File: src/rtl/fb_pkg.sv
// -----------------------------------------------------------------------------
// fb_pkg
// Shared definitions for the framebuffer write-port scheduler: default RAM
// port A geometry, the scheduler state encoding and the last fill address.
// No ports (package).
// -----------------------------------------------------------------------------
package fb_pkg;

   localparam int FB_ADDR_W     = 12;
   localparam int FB_DATA_W     = 2;
   localparam int FB_FILL_BURST = 16;

   typedef enum logic {
      ST_IDLE = 1'b0,
      ST_FILL = 1'b1
   } fb_state_t;

   // Highest address a fill writes for a given address width.
   function automatic int fb_fill_last(input int aw);
      return (1 << aw) - 1;
   endfunction

   localparam int FB_FILL_LAST = fb_fill_last(FB_ADDR_W);

endpackage

File: src/rtl/fb_fill_counter.sv
// -----------------------------------------------------------------------------
// fb_fill_counter
// Fill address counter plus saturating burst counter for the fill engine.
//   clk, reset     : clock, asynchronous active-low reset
//   clear          : restart at address 0 with an empty burst
//   advance        : a fill write was loaded this edge (count address + burst)
//   hold           : a pixel took this slot (address holds, burst clears)
//   fill_addr      : address of the next fill write
//   fill_last      : next fill write is the last address of the RAM
//   slot_open      : FILL_BURST fill writes done since the last pixel/start
// -----------------------------------------------------------------------------
module fb_fill_counter
   import fb_pkg::*;
#(
   parameter int ADDR_W     = FB_ADDR_W,
   parameter int FILL_BURST = FB_FILL_BURST
) (
   input  logic              clk,
   input  logic              reset,
   input  logic              clear,
   input  logic              advance,
   input  logic              hold,
   output logic [ADDR_W-1:0] fill_addr,
   output logic              fill_last,
   output logic              slot_open
);

   localparam int              CNT_W     = ADDR_W + 1;
   localparam logic [CNT_W-1:0] LAST     = CNT_W'(fb_fill_last(ADDR_W));
   localparam logic [7:0]      BURST_LIM = 8'(FILL_BURST);

   // One extra bit so the counter never aliases back onto address 0.
   logic [CNT_W-1:0] cnt;
   logic [7:0]       burst;

   always_ff @(posedge clk or negedge reset) begin
      if (!reset) begin
         cnt   <= '0;
         burst <= '0;
      end else if (clear) begin
         cnt   <= '0;
         burst <= '0;
      end else if (hold) begin
         burst <= '0;
      end else if (advance) begin
         cnt <= cnt + 1'b1;
         if (burst != 8'hFF) begin
            burst <= burst + 8'd1;
         end
      end
   end

   assign fill_addr = cnt[ADDR_W-1:0];
   assign fill_last = (cnt == LAST);
   assign slot_open = (burst >= BURST_LIM);

endmodule

File: src/rtl/fb_write_scheduler.sv
// -----------------------------------------------------------------------------
// fb_write_scheduler
// Shares framebuffer RAM port A between a pixel write stream and a fill engine
// that writes one value to every address.
//   clk, reset            : clock, asynchronous active-low reset
//   pix_valid/pix_ready   : pixel handshake; pix_addr/pix_data the pixel
//   fill_start/fill_value : one-cycle fill request and its value
//   fill_busy             : fill in progress
//   fill_done             : high in the cycle the last fill write is on ram_a_*
//   ram_a_*               : registered RAM port A write interface
//   dbg_state             : current scheduler state
//
// Handshake: a pixel transfers on the rising clk edge where pix_valid and
// pix_ready are both high; pix_ready never depends on pix_valid, and the
// source must hold addr/data stable while pix_valid is high and unaccepted.
//
// Build option FB_WRITE_SCHEDULER_PIXEL_YIELD_EN: when defined, a pending pixel
// may take one slot after every FILL_BURST fill writes; otherwise pixels are
// only accepted while idle.
// -----------------------------------------------------------------------------
module fb_write_scheduler
   import fb_pkg::*;
#(
   parameter int ADDR_W     = FB_ADDR_W,
   parameter int DATA_W     = FB_DATA_W,
   parameter int FILL_BURST = FB_FILL_BURST
) (
   input  logic              clk,
   input  logic              reset,
   input  logic              pix_valid,
   output logic              pix_ready,
   input  logic [ADDR_W-1:0] pix_addr,
   input  logic [DATA_W-1:0] pix_data,
   input  logic              fill_start,
   input  logic [DATA_W-1:0] fill_value,
   output logic              fill_busy,
   output logic              fill_done,
   output logic [ADDR_W-1:0] ram_a_address,
   output logic [DATA_W-1:0] ram_a_data_in,
   output logic              ram_a_wr,
   output logic              ram_a_clk_enable,
   output fb_state_t         dbg_state
);

`ifdef FB_WRITE_SCHEDULER_PIXEL_YIELD_EN
   localparam logic YIELD_EN = 1'b1;
`else
   localparam logic YIELD_EN = 1'b0;
`endif

   fb_state_t         state;
   logic [DATA_W-1:0] fill_val;
   logic [ADDR_W-1:0] fill_addr;
   logic              fill_last;
   logic              slot_open;
   logic              pix_fire;
   logic              cnt_clear;
   logic              cnt_advance;
   logic              cnt_hold;

   // The clock-enable register doubles as "out of reset", keeping pix_ready
   // low until the first edge after reset release.
   assign pix_ready = ram_a_clk_enable &
                      ((state == ST_IDLE) | (YIELD_EN & (state == ST_FILL) & slot_open));
   assign pix_fire  = pix_valid & pix_ready;
   assign fill_busy = (state == ST_FILL);
   assign dbg_state = state;

   // fill_start during FILL is ignored, so only an idle start clears.
   assign cnt_clear   = (state == ST_IDLE) & fill_start;
   assign cnt_hold    = (state == ST_FILL) & pix_fire;
   assign cnt_advance = (state == ST_FILL) & ~pix_fire;

   fb_fill_counter #(
      .ADDR_W     (ADDR_W),
      .FILL_BURST (FILL_BURST)
   ) u_fill_counter (
      .clk       (clk),
      .reset     (reset),
      .clear     (cnt_clear),
      .advance   (cnt_advance),
      .hold      (cnt_hold),
      .fill_addr (fill_addr),
      .fill_last (fill_last),
      .slot_open (slot_open)
   );

   always_ff @(posedge clk or negedge reset) begin
      if (!reset) begin
         state            <= ST_IDLE;
         fill_val         <= '0;
         ram_a_address    <= '0;
         ram_a_data_in    <= '0;
         ram_a_wr         <= 1'b0;
         ram_a_clk_enable <= 1'b0;
         fill_done        <= 1'b0;
      end else begin
         ram_a_clk_enable <= 1'b1;
         ram_a_wr         <= 1'b0;
         fill_done        <= 1'b0;
         unique case (state)
            ST_IDLE: begin
               if (pix_fire) begin
                  ram_a_address <= pix_addr;
                  ram_a_data_in <= pix_data;
                  ram_a_wr      <= 1'b1;
               end
               if (fill_start) begin
                  fill_val <= fill_value;
                  state    <= ST_FILL;
               end
            end
            ST_FILL: begin
               // A granted pixel takes the slot; the fill resumes next edge.
               if (pix_fire) begin
                  ram_a_address <= pix_addr;
                  ram_a_data_in <= pix_data;
                  ram_a_wr      <= 1'b1;
               end else begin
                  ram_a_address <= fill_addr;
                  ram_a_data_in <= fill_val;
                  ram_a_wr      <= 1'b1;
                  if (fill_last) begin
                     fill_done <= 1'b1;
                     state     <= ST_IDLE;
                  end
               end
            end
            default: state <= ST_IDLE;
         endcase
      end
   end

endmodule
File: config.mk
export PLATFORM = sky130hd
export DESIGN_NAME = fb_write_scheduler
export DESIGN_NICKNAME = d
export VERILOG_FILES = /design/src/rtl/fb_pkg.sv /design/src/rtl/fb_fill_counter.sv /design/src/rtl/fb_write_scheduler.sv
export SDC_FILE = /design/constraint.sdc
export NUM_CORES = 1
export LEC_CHECK = 0
export BUFFER_PORTS_ARGS = -buffer_cell sky130_fd_sc_hd__buf_2
export CORE_ASPECT_RATIO = 0.75
export CORE_MARGIN = 8
export CORE_UTILIZATION = 52
export CTS_CLUSTER_SIZE = 20
export DETAILED_ROUTE_END_ITERATION = 6
export PLACE_DENSITY = 0.89
export SLEW_MARGIN = 20
export SYNTH_ARGS = -nofsm -noshare
export SYNTH_HDL_FRONTEND = slang
export SYNTH_SLANG_ARGS = --single-unit
export TNS_END_PERCENT = 5
File: constraint.sdc
create_clock -name clk -period 1.7 [get_ports clk]
set_input_delay 0.34 -clock clk [delete_from_list [all_inputs] [get_ports clk]]
set_output_delay 0.34 -clock clk [all_outputs]
set_load 0.05 [all_outputs]
Yosys cells after proc, flatten, opt, wreduce, memory -nomap -nowiden --
Cells that the tools add are included.
Storage, ports and cells: bits in registers 33, input port bits 20, output and inout bits 20, word-level logic and storage cells 40
Operators by class: $add $sub $neg 1, equal/unequal tests 3, muxes and demuxes 18, bitwise operators 7, reduce and logical (&&, ||, !) cells 3
Operators with widths (count):
- $mux W13 | 3
- $mux W12 | 2
- $pmux W12 S2 | 1
- $add A13 B1 Y13 const B | 1
- $eq A13 B12 Y1 const B | 1
- $mux W1 | 7
- $and A1 B1 Y1 | 5
- $mux W2 | 2
- $ne A2 B2 Y1 const B | 2
- $pmux W1 S2 | 2
- $pmux W2 S2 | 1
- $reduce_and A2 Y1 | 2
- $not A1 Y1 | 2
- $reduce_bool A2 Y1 | 1

Longest topological paths before layout --
word-level depth 8, mapped depth 5, gate-level depth less buffers 4

Cells and area by module --
Synthesis repeated with hierarchy kept, for this count alone.
Second synthesis, totals: cells, all modules 226, area, all modules 2306.0 um2
By module, submodules not included:
- fb_fill_counter | instances 1, cells an instance 129, area an instance 1228.7 um2, sequential area each 525.5 um2
- fb_write_scheduler | instances 1, cells an instance 97, area an instance 1077.3 um2, sequential area each 500.5 um2

Worst setup path before layout --
No wires, ideal clock.
path type reg2out, start point register state, in the netlist dbg_state, end point output port pix_ready, arrival 1725 ps, required time 1360 ps, slack -365 ps, cell stages (with the launch flop) 4, path buffers 2, cells stage by stage dfrtp_1 buf_4 buf_2 nor2b_1
On the way: longest elaborated chain between the ends 2
Ends and longest elaborated chain:
- start, declared | line fb_write_scheduler.sv:51 | fb_state_t state;
- start signal, assigned | line fb_write_scheduler.sv:90 | state <= ST_IDLE;
- start signal, assigned | line fb_write_scheduler.sv:110 | state <= ST_FILL;
- start signal, assigned | line fb_write_scheduler.sv:125 | state <= ST_IDLE;
- $not A1 Y1 (no source line)
- $and A1 B1 Y1 | line fb_write_scheduler.sv:63 | assign pix_ready = ram_a_clk_enable &
- end, declared | line fb_write_scheduler.sv:31 | output logic pix_ready,
No other way between the ends.

Worst setup path in the final report --
start point register u_fill_counter.cnt[0], end point register u_fill_counter.cnt[12]
On the way: longest elaborated chain between the ends 4
Ends and longest elaborated chain:
- start, declared | line fb_fill_counter.sv:33 | logic [CNT_W-1:0] cnt;
- start signal, assigned | line fb_fill_counter.sv:46 | cnt <= cnt + 1'b1;
- $add A13 B1 Y13 | line fb_fill_counter.sv:46
- $mux W13 | line fb_fill_counter.sv:45 | end else if (advance) begin
- $mux W13 | line fb_fill_counter.sv:43 | end else if (hold) begin
- $mux W13 | line fb_fill_counter.sv:40 | end else if (clear) begin
No other way between the ends. The select of a mux whose other input is x is not followed. A chain may end at the register's enable or synchronous reset.

==> impl_metrics.json <==
{
  "outcome": "completed",
  "port_buffers": 39,
  "finalWirelength_um": 3787,
  "top_layer": "met4",
  "hold_viol": 0,
  "htreeDepth": 2,
  "synthTopCellsByArea": "dfrtp_1, mux2i_1, nand2_1",
  "overflow": 0,
  "finalNonFillerCells": 216,
  "clock_path_buffers": 2,
  "postCtsSetupRepairBufs": 0,
  "ys_seq_area_frac": 0.5242,
  "pre_cts_ws_ns": 0.1213,
  "dp_hpwl_um": 2890,
  "fin_tns_setup_ns": 0,
  "finClkSkew_ns": 0.002630,
  "fin_crit_sh": 0.9441,
  "critPathRequiredTime_ns": 1.90,
  "wl_met2_um": 1921,
  "maxCapViolations": 0,
  "synthCells": 135,
  "drtPass1Iterations": 4,
  "route.met3.wl_um": 245,
  "maxSlewHeadroom": 0.5274,
  "grt_pass1_vias": 1314,
  "cp.arrival_ns": 1.81,
  "cts_tree": "built",
  "io_pins": 40,
  "cts.clk_slew.worst_paths_ns": 0.06,
  "antenna_left": 0,
  "antenna_found_initial": 0,
  "grt_max_degree": 34,
  "cp-start-kind": "flip-flop",
  "die_h_um": 63.67,
  "slowest_stage": "dfrtp_1",
  "critPathKind": "reg -> reg",
  "drive_gt1_frac": 0.3315,
  "n_antenna_cell": 0,
  "final.min_clock_period_ns": 1.605,
  "rsz0062_at_grt": "false",
  "end_kind": "flip-flop",
  "hold_buffers": 0,
  "ir_drop_v": 0.0007642,
  "cts_made_buffers": 5,
  "cts_resized": 0,
  "dp.cells": 208,
  "fmax_ghz": 0.6231,
  "cts_sinks": 33,
  "nets": 198,
  "synth_nets": 156,
  "netlist.area_leader.share": 0.5242,
  "fillers": 210,
  "dieArea_mm2": 0.005065,
  "tightest_slew_ns": 0.7089,
  "area_delta_synth_final_pct": 20.02,
  "grt_use_total": 0.1590,
  "synth_cell_types": 38,
  "via_per_inst": 5.977,
  "synth.avg_cell_area_um2": 11.67,
  "finalSetupViolations": 0,
  "vias": 1291,
  "wl_met1_um": 1476,
  "cp_max_fo": 7,
  "grt_pass1_wl_um": 6272,
  "powerDensity_mw_per_mm2": 1747,
  "synth_seq_cells": 33,
  "slowest_delay_ns": 0.45,
  "ys_warn_count": 0,
  "core_area_mm2": 0.002914,
  "drtIter0Drc": 76,
  "fin_ws_ns": 0.09500,
  "synth_area_leader_cell": "dfrtp_1",
  "initial_utilization": 0.5406,
  "slew_violations": 0,
  "syn-cell-area_mm2": 0.001575,
  "drc_errors": 0,
  "gp_congestion": 0.8592,
  "root_buffer": "clkbuf_8",
  "fp.dieW_um": 79.56,
  "min_path_type": "in -> async",
  "insertion_delay_ns": 0.28,
  "wl_per_cell_um": 17.53,
  "leakagePower_nw": 0.9257,
  "std_cell_rows": 17,
  "crit_chain": "ha_1 > nand3_2 > nor4_4 > mux2i_1"
}
## worst paths after layout
check                           cells after the start             startpoint                      to  slack (ns)
worst min-delay path                                1                  reset       ram_a_address[11]        0.10
worst max register to register                      4  u_fill_counter.cnt[0]  u_fill_counter.cnt[12]        0.09
worst min register to register                      1       ram_a_address[0]        ram_a_address[0]        0.47
worst max-delay path                                4  u_fill_counter.cnt[0]  u_fill_counter.cnt[12]        0.09
min in group clk                                    2          fill_value[0]             fill_val[0]        0.27
max in group asynchronous                           1                  reset  u_fill_counter.cnt[10]        1.15
## logic make-up after synthesis
| logic type | Yosys count | synth area share |
|---|---|---|
| AOI/OAI and AO/OA | 40 | 0.1827 |
| adders and majority gates | 1 | 0.007942 |
| buffers and inverters | 10 | 0.03336 |
| DFF | 33 | 0.5242 |
| muxes | 13 | 0.08499 |
| other | 1 | 0.002381 |
| and+or+nand+nor | 37 | 0.1644 |
## state kept, by name (all words and copies together) (netlist names)
signal / flops
ram_a_data_in: 2
fill_val: 2
dbg_state: 1
u_fill_counter.cnt: 13
ram_a_clk_enable: 1
ram_a_address: 12
fill_done: 1
ram_a_wr: 1
## cell usage in the layout, fill, tap and decap left out, types with 2 or more instances in the layout
master	n
a22o_1	5
a31oi_1	4
o21ai_1	3
inv_1	2
a21o_1	6
a21oi_1	3
and2_1	2
nand2_1	17
buf_2	39
mux2i_1	10
o21ai_0	6
nand3_1	2
nor4_4	2
mux2_1	2
clkbuf_1	3
dfrtp_1	33
buf_4	4
clkbuf_8	5
o311ai_1	4
o41ai_1	4
nand2b_1	3
## worst max-delay path, delay by kind of cell, from the launching register on
| family | cells | cell delay, ns |
|---|---|---|
| and+or+nand+nor | 2 | 0.57 |
| DFF | 1 | 0.45 |
| adders and majority gates | 1 | 0.26 |
| muxes | 1 | 0.25 |
## power by group
group / switching, W / total, W / internal (W)
Combinational: 0.000922 / 0.00135 / 0.000432
Clock: 0.000261 / 0.000551 / 0.000290
Sequential: 0.000336 / 0.00140 / 0.00106
Total: 0.00152 / 0.00330 / 0.00178
## routing by layer
metal	GRT usage	vias to the layer above
li1	-	585
met2	0.2569	62
met4	0.1014	0
met3	0.04533	16
met1	0.1787	628
met5	0	-
## cell usage after synthesis, drive strengths merged
cell / number
nand2: 17
a21oi: 3
nor2b: 1
nand3: 4
mux2: 3
mux2i: 10
nand3b: 1
dfrtp: 33
nor2: 2
o211ai: 1
a31oi: 4
ha: 1
a41oi: 1
nand2b: 3
and3: 1
and2: 2
o41ai: 4
buf: 8
o21ai: 9
nor4: 2
and3b: 1
o311ai: 4
a221o: 1
nand4: 2
inv: 2
or2: 1
o31ai: 1
conb: 1
a22o: 6
a21o: 6
## stage by stage
stage,hold WS [ns],area (um2),util,power (W)
floorplan,0.04441,1583,-,0.002375
global placement,0.4170,1810,0.6213,0.002674
detailed placement,0.4295,1810,0.6213,0.002761
CTS,0.1247,1891,0.6488,0.003312
global route,0.1541,1891,0.6488,0.003495
finish,0.1044,1891,0.6488,0.003303
## area by class of cell
class                      instances  area (um2)  area share
timing repair buffer              43       225.2      0.1191
tap                               38       47.55     0.02515
inverter                           2       7.507    0.003971
sequential                        33       825.8      0.4368
multi-input combinational         92       704.4      0.3726
clock buffer                       8       80.08     0.04236
No activity file was read; power rests on OpenSTA's default activity.
